### config.mk
export PLATFORM = sky130hd
export DESIGN_NAME = sram_req_queue_flat
export DESIGN_NICKNAME = d
export VERILOG_FILES = /design/src/rtl/sram_req_pkg.sv /design/src/rtl/sram_req_queue_if.sv /design/src/rtl/sram_req_fifo.sv /design/src/rtl/sram_req_queue.sv /design/src/flat_wrapper.sv
export SDC_FILE = /design/constraint.sdc
export NUM_CORES = 1
export LEC_CHECK = 0
export ABC_AREA = 1
export BUFFER_PORTS_ARGS = -buffer_cell sky130_fd_sc_hd__buf_4
export CAP_MARGIN = 10
export CORE_AREA = 5 5 187 189
export DETAILED_ROUTE_END_ITERATION = 8
export DIE_AREA = 0 0 192 194
export HOLD_SLACK_MARGIN = 0.1
export MAX_ROUTING_LAYER = met4
export PLACE_DENSITY_LB_ADDON = 0.2
export SYNTH_ARGS = -nofsm -noshare
export SYNTH_HDL_FRONTEND = slang
export SYNTH_HIERARCHICAL = 1
export SYNTH_SLANG_ARGS = --single-unit
### constraint.sdc
create_clock -name clk -period 11.61 [get_ports clk]
set_input_delay 2.322 -clock clk [delete_from_list [all_inputs] [get_ports clk]]
set_output_delay 2.322 -clock clk [all_outputs]
set_load 0.01 [all_outputs]
### src/rtl/sram_req_pkg.sv
// Shared types and constants for the SRAM request queue.
// Optional statistics counters are enabled with the SRAM_REQ_STATS_EN macro.
package sram_req_pkg;

    localparam int SRAM_AW        = 32;
    localparam int SRAM_DW        = 32;
    localparam int SRAM_RD_CYCLES = 5;
    localparam int SRAM_WR_CYCLES = 6;

    typedef struct packed {
        logic [SRAM_AW-1:0] addr;
        logic               we;
        logic [SRAM_DW-1:0] wdata;
    } sram_req_t;

    typedef enum logic [1:0] {
        IDLE  = 2'd0,
        ARMED = 2'd1,
        BUSY  = 2'd2
    } sram_req_state_e;

endpackage

### src/rtl/sram_req_queue_if.sv
// Bundle of the request, response and SRAM-side signals of the request queue.
// The slave modport is the queue's view; the master modport is the surroundings.
interface sram_req_queue_if #(
    parameter int AW = 32,
    parameter int DW = 32
);

    logic          req_valid;
    logic          req_ready;
    logic [AW-1:0] req_addr;
    logic          req_we;
    logic [DW-1:0] req_wdata;

    logic          rsp_valid;
    logic          rsp_ready;
    logic [DW-1:0] rsp_rdata;

    logic [AW-1:0] mem_addr;
    logic          mem_drw;
    logic [DW-1:0] mem_din;
    logic [DW-1:0] mem_dout;
    logic          mem_rdy;

    modport slave (
        input  req_valid, req_addr, req_we, req_wdata, rsp_ready, mem_dout, mem_rdy,
        output req_ready, rsp_valid, rsp_rdata, mem_addr, mem_drw, mem_din
    );

    modport master (
        output req_valid, req_addr, req_we, req_wdata, rsp_ready, mem_dout, mem_rdy,
        input  req_ready, rsp_valid, rsp_rdata, mem_addr, mem_drw, mem_din
    );

endinterface

### src/rtl/sram_req_fifo.sv
// Small synchronous FIFO holding pending SRAM requests.
// The head entry is always visible on 'head'; pushes at full and pops at empty are ignored.
module sram_req_fifo
    import sram_req_pkg::*;
#(
    parameter int DEPTH = 4,
    localparam int PW = $clog2(DEPTH),
    localparam int CW = PW + 1
) (
    input  logic          clk,
    input  logic          rst,
    input  logic          push,
    input  sram_req_t     push_data,
    input  logic          pop,
    output sram_req_t     head,
    output logic          full,
    output logic          empty,
    output logic [CW-1:0] count
);

    logic [PW-1:0] wr_ptr;
    logic [PW-1:0] rd_ptr;
    sram_req_t     mem_q [DEPTH];
    logic          do_push;
    logic          do_pop;

    assign full    = (count == CW'(DEPTH));
    assign empty   = (count == '0);
    assign do_push = push & ~full;
    assign do_pop  = pop & ~empty;
    assign head    = mem_q[rd_ptr];

    // Pointer and occupancy bookkeeping; pointers wrap naturally since DEPTH is a power of two.
    always_ff @(posedge clk or negedge rst) begin
        if (!rst) begin
            wr_ptr <= '0;
            rd_ptr <= '0;
            count  <= '0;
        end else begin
            if (do_push) wr_ptr <= wr_ptr + 1'b1;
            if (do_pop)  rd_ptr <= rd_ptr + 1'b1;
            case ({do_push, do_pop})
                2'b10:   count <= count + 1'b1;
                2'b01:   count <= count - 1'b1;
                default: count <= count;
            endcase
        end
    end

    // Entry storage needs no reset because empty slots are never read as valid.
    always_ff @(posedge clk) begin
        if (do_push) mem_q[wr_ptr] <= push_data;
    end

endmodule

### src/rtl/sram_req_queue.sv
// Request front end for the continuously running SRAM word interface.
// Buffers requests, launches one per interface start cycle and returns read data.
// Optional macro SRAM_REQ_STATS_EN adds read/write/stall statistics outputs.
module sram_req_queue
    import sram_req_pkg::*;
#(
    parameter int DEPTH = 4,
    parameter int AW    = SRAM_AW,
    parameter int DW    = SRAM_DW
) (
    input  logic                  clk,
    input  logic                  rst,
    sram_req_queue_if.slave       bus
`ifdef SRAM_REQ_STATS_EN
    ,
    output logic [31:0]           stat_rd_cnt,
    output logic [31:0]           stat_wr_cnt,
    output logic [15:0]           stat_stall_cnt
`endif
);

    localparam int CW = $clog2(DEPTH) + 1;

    sram_req_state_e state_q;
    sram_req_state_e state_d;

    sram_req_t       push_data;
    sram_req_t       head;
    logic            push;
    logic            pop;
    logic            fifo_empty;
    logic            fifo_full_unused;
    logic [CW-1:0]   fifo_count;

    logic [AW-1:0]   mem_addr_q;
    logic [DW-1:0]   mem_din_q;
    logic            we_q;
    logic            rsp_valid_q;
    logic [DW-1:0]   rsp_rdata_q;
    logic            complete;

    // Ready is held low while reset is asserted so nothing is accepted into a resetting FIFO.
    assign bus.req_ready = rst & (fifo_count != CW'(DEPTH));
    assign push          = bus.req_valid & bus.req_ready;
    assign push_data     = '{addr: bus.req_addr, we: bus.req_we, wdata: bus.req_wdata};

    // A new request is only armed when no read response is waiting, keeping one read in flight.
    assign pop      = (state_q == IDLE) & ~fifo_empty & ~rsp_valid_q;
    assign complete = (state_q == BUSY) & bus.mem_rdy;

    sram_req_fifo #(.DEPTH(DEPTH)) u_fifo (
        .clk       (clk),
        .rst       (rst),
        .push      (push),
        .push_data (push_data),
        .pop       (pop),
        .head      (head),
        .full      (fifo_full_unused),
        .empty     (fifo_empty),
        .count     (fifo_count)
    );

    // Write strobe covers exactly the launch cycle plus the remaining write cycles, never the completion cycle.
    assign bus.mem_drw   = we_q & (((state_q == ARMED) & bus.mem_rdy) | ((state_q == BUSY) & ~bus.mem_rdy));
    assign bus.mem_addr  = mem_addr_q;
    assign bus.mem_din   = mem_din_q;
    assign bus.rsp_valid = rsp_valid_q;
    assign bus.rsp_rdata = rsp_rdata_q;

    // Next-state logic: wait for an interface start cycle to launch, and the next one to complete.
    always_comb begin
        state_d = state_q;
        case (state_q)
            IDLE:    if (pop)         state_d = ARMED;
            ARMED:   if (bus.mem_rdy) state_d = BUSY;
            BUSY:    if (bus.mem_rdy) state_d = IDLE;
            default:                  state_d = IDLE;
        endcase
    end

    // State register.
    always_ff @(posedge clk or negedge rst) begin
        if (!rst) state_q <= IDLE;
        else      state_q <= state_d;
    end

    // Request registers load only when arming, so address and data stay stable for the whole access.
    always_ff @(posedge clk or negedge rst) begin
        if (!rst) begin
            mem_addr_q <= '0;
            mem_din_q  <= '0;
            we_q       <= 1'b0;
        end else if (pop) begin
            mem_addr_q <= head.addr;
            mem_din_q  <= head.wdata;
            we_q       <= head.we;
        end
    end

    // Read data is captured on the completion cycle and held until the consumer takes it.
    always_ff @(posedge clk or negedge rst) begin
        if (!rst) begin
            rsp_valid_q <= 1'b0;
            rsp_rdata_q <= '0;
        end else if (complete && !we_q) begin
            rsp_valid_q <= 1'b1;
            rsp_rdata_q <= bus.mem_dout;
        end else if (rsp_valid_q && bus.rsp_ready) begin
            rsp_valid_q <= 1'b0;
        end
    end

`ifdef SRAM_REQ_STATS_EN
    // Completion counters wrap; the stall counter saturates so long stalls stay visible.
    always_ff @(posedge clk or negedge rst) begin
        if (!rst) begin
            stat_rd_cnt    <= '0;
            stat_wr_cnt    <= '0;
            stat_stall_cnt <= '0;
        end else begin
            if (complete && !we_q) stat_rd_cnt <= stat_rd_cnt + 1'b1;
            if (complete && we_q)  stat_wr_cnt <= stat_wr_cnt + 1'b1;
            if (bus.req_valid && !bus.req_ready && (stat_stall_cnt != 16'hFFFF))
                stat_stall_cnt <= stat_stall_cnt + 1'b1;
        end
    end
`endif

endmodule

### src/flat_wrapper.sv
// flat-port wrapper written by rule: the top's interface ports become plain ports
module sram_req_queue_flat import sram_req_pkg::*;
#(
    parameter int DEPTH = 4,
    parameter int AW    = SRAM_AW,
    parameter int DW    = SRAM_DW
)
  (clk, rst, bus_req_valid, bus_req_addr, bus_req_we, bus_req_wdata, bus_rsp_ready, bus_mem_dout, bus_mem_rdy, bus_req_ready, bus_rsp_valid, bus_rsp_rdata, bus_mem_addr, bus_mem_drw, bus_mem_din);
  sram_req_queue_if #(.AW(AW), .DW(DW)) bus_i ();
  input  logic clk;
  input  logic rst;
  input wire logic [$bits(bus_i.req_valid)-1:0] bus_req_valid;
  input wire logic [$bits(bus_i.req_addr)-1:0] bus_req_addr;
  input wire logic [$bits(bus_i.req_we)-1:0] bus_req_we;
  input wire logic [$bits(bus_i.req_wdata)-1:0] bus_req_wdata;
  input wire logic [$bits(bus_i.rsp_ready)-1:0] bus_rsp_ready;
  input wire logic [$bits(bus_i.mem_dout)-1:0] bus_mem_dout;
  input wire logic [$bits(bus_i.mem_rdy)-1:0] bus_mem_rdy;
  output wire logic [$bits(bus_i.req_ready)-1:0] bus_req_ready;
  output wire logic [$bits(bus_i.rsp_valid)-1:0] bus_rsp_valid;
  output wire logic [$bits(bus_i.rsp_rdata)-1:0] bus_rsp_rdata;
  output wire logic [$bits(bus_i.mem_addr)-1:0] bus_mem_addr;
  output wire logic [$bits(bus_i.mem_drw)-1:0] bus_mem_drw;
  output wire logic [$bits(bus_i.mem_din)-1:0] bus_mem_din;
  assign bus_i.req_valid = bus_req_valid;
  assign bus_i.req_addr = bus_req_addr;
  assign bus_i.req_we = bus_req_we;
  assign bus_i.req_wdata = bus_req_wdata;
  assign bus_i.rsp_ready = bus_rsp_ready;
  assign bus_i.mem_dout = bus_mem_dout;
  assign bus_i.mem_rdy = bus_mem_rdy;
  assign bus_req_ready = bus_i.req_ready;
  assign bus_rsp_valid = bus_i.rsp_valid;
  assign bus_rsp_rdata = bus_i.rsp_rdata;
  assign bus_mem_addr = bus_i.mem_addr;
  assign bus_mem_drw = bus_i.mem_drw;
  assign bus_mem_din = bus_i.mem_din;
  sram_req_queue #(.DEPTH(DEPTH), .AW(AW), .DW(DW)) u_core (.clk(clk), .rst(rst), .bus(bus_i));
endmodule
==> flow_summary_export.csv <==
group,metric,value,unit
run_status,status,"finished clean",
cells_and_area,layout_commonest_cell,"nand2_1",
critical_path,endpoint_kind,"output pin",
synthesis,yosysWarnings,6,
power,p_leak,0.007774,uW
synthesis,synth_cells,1265,
drt,vias,9412,
global_route,grt_pass1_vias,9371,
drt,wl,32.09,mm
cells_and_area,drive_above_1_share,0.1921,
die,die_w,192,um
critical_path,start_kind,"primary input",
die,ios,201,
clocking,clkTransAtPathRegs,60,ps
hold_path,min_path_type,"reg2reg",
power,peakVddDrop,0.1582,mV
cells_and_area,seq_area,10490,um2
placed_design,placed_cells,1851,
cells_and_area,final_cell_mix,"nand2_1, edfxtp_1, buf_4, inv_1, o211ai_1",
cells_and_area,nNetsFinal,1551,
drt,drtIter0Drc,505,
clocking,clock-sinks,367,
global_route,grt.overflow.total,0,
clocking,cts-buffers-inserted,38,
drt,vias_per_cell,4.894,
global_route,grt_max_degree,160,
clocking,holdBufCountCts,0,
cells_and_area,layoutNonFillerInstCount,1923,
clocking,clock-root-buffer,"clkbuf_16",
cells_and_area,multi_input_area,3297,um2
placed_design,dp.final_hpwl,18.41,mm
timing,setup_tns,0,ps
die,die-area,37250,um2
timing,drv_slew,0,
critical_path,worst_ep_required_time,9290,ps
clocking,clk_latency,510,ps
power,total_power,4509,uW
clocking,clk_path_buf_depth,3,
critical_path,crit_arrival,3390,ps
die,core_area,33110,um2
timing,worst_pin_slew,1042,ps
clocking,cts.repair.resized,0,
timing,slew_headroom,0.3054,
global_route,grt_pass1_wl,50.61,mm
drt,postRouteAntennaNets,0,
global_route,grt_usage,0.1750,
clocking,tritoncts,"yes",
critical_path,worst-path-max-fanout,64,
global_route,antenna_found_initial,2,
synthesis,postSynthAreaPerCell,11.65,um2
die,rows,67,
die,start_util,0.4450,
cells_and_area,area_delta_synth_final,19.89,%
timing,setup_viol,0,
clocking,cts_max_level,2,
synthesis,synth_fp_nets,1373,
placed_design,port_buffers,200,
timing,min_period_over_period,0.4918,
clocking,post_cts_buffers,0,
power,powerDensity,255.2,nW/um2
cells_and_area,finish.utilization,0.5336,
die,die_h,194,um
drt,firstDrtPassIters,4,
timing,finalCriticalPeriod,5710,ps
drt,drc,0,
synthesis,syn_area,14740,um2
critical_path,setup.worst_path.class,"in2out",
run,cap_violations,0,
cells_and_area,num-fill-cells,2873,
timing,rsz0062_at_grt,"no",
timing,fin_worst_skew,7.649,ps
drt,wire_per_inst,16.68,um
placed_design,gp_congestion,0.7207,
timing,hold_viol,0,
timing,clock.fmax,175.1,MHz
-- critical path, stage by stage --
cell     delay [ps]
buf_4           670
nand2_1         180
inv_1            90
buf_4           110
-- final cells by class --
type | instances | share of cell area
diodes | 2 | 0.0002833
clock buffers | 53 | 0.05814
clock inverters | 17 | 0.006940
inverters | 154 | 0.03314
multi-input cells | 671 | 0.1866
flip-flops and latches | 367 | 0.5935
well taps | 448 | 0.03173
repair buffers | 211 | 0.08965
-- metrics by stage --
step	setup WS (ps)	hold WS (ps)	instance area [um2]
after CTS	5840	473.9	17660
after floorplan	5704	468.4	14740
after global placement	5889	456.1	16510
after detailed placement	5839	459.2	16510
after global routing	5699	494.0	17670
final	5900	470.5	17670
-- report_power, final --
group / internal (uW) / leakage, uW / switching [uW]
Sequential: 1700 / 0.00368 / 139
Clock: 644 / 0.000559 / 472
Combinational: 555 / 0.00353 / 1000
-- registers in the layout, summed over array words and instances, names as in the netlist --
register              flops
u_core/bus.mem_addr      32
u_core/bus.mem_din       32
u_core/bus.rsp_rdata     32
u_core/bus.rsp_valid      1
u_core/state_q            2
u_core/u_fifo/count       3
u_core/u_fifo/mem_q     260
u_core/u_fifo/rd_ptr      2
u_core/u_fifo/wr_ptr      2
u_core/we_q               1
-- path summary, 6_finish.rpt --
check / start / endpoint / slack, ps / cells after the start
setup / recovery: rst / bus_req_ready / 5900 / 4
hold / removal: u_core/bus.rsp_rdata[25] / u_core/bus.rsp_rdata[25] / 470 / 2
setup reg to reg: u_core/u_fifo/count[0] / u_core/u_fifo/count[2] / 7850 / 16
hold reg to reg: u_core/bus.rsp_rdata[25] / u_core/bus.rsp_rdata[25] / 470 / 2
max in group asynchronous: rst / u_core/bus.rsp_rdata[19] / 8510 / 2
min in group asynchronous: rst / u_core/bus.rsp_rdata[12] / 1930 / 1
-- per-layer routing --
metal | vias to the layer above | track usage | routed length, um
met4 | 0 | 0.04992 | 741
li1 | 4641 | - | -
met5 | - | - | 0
met3 | 55 | 0.03835 | 2192
met1 | 4460 | 0.2233 | 13840
met2 | 256 | 0.2838 | 15310
No activity file was read; power rests on OpenSTA's default activity.
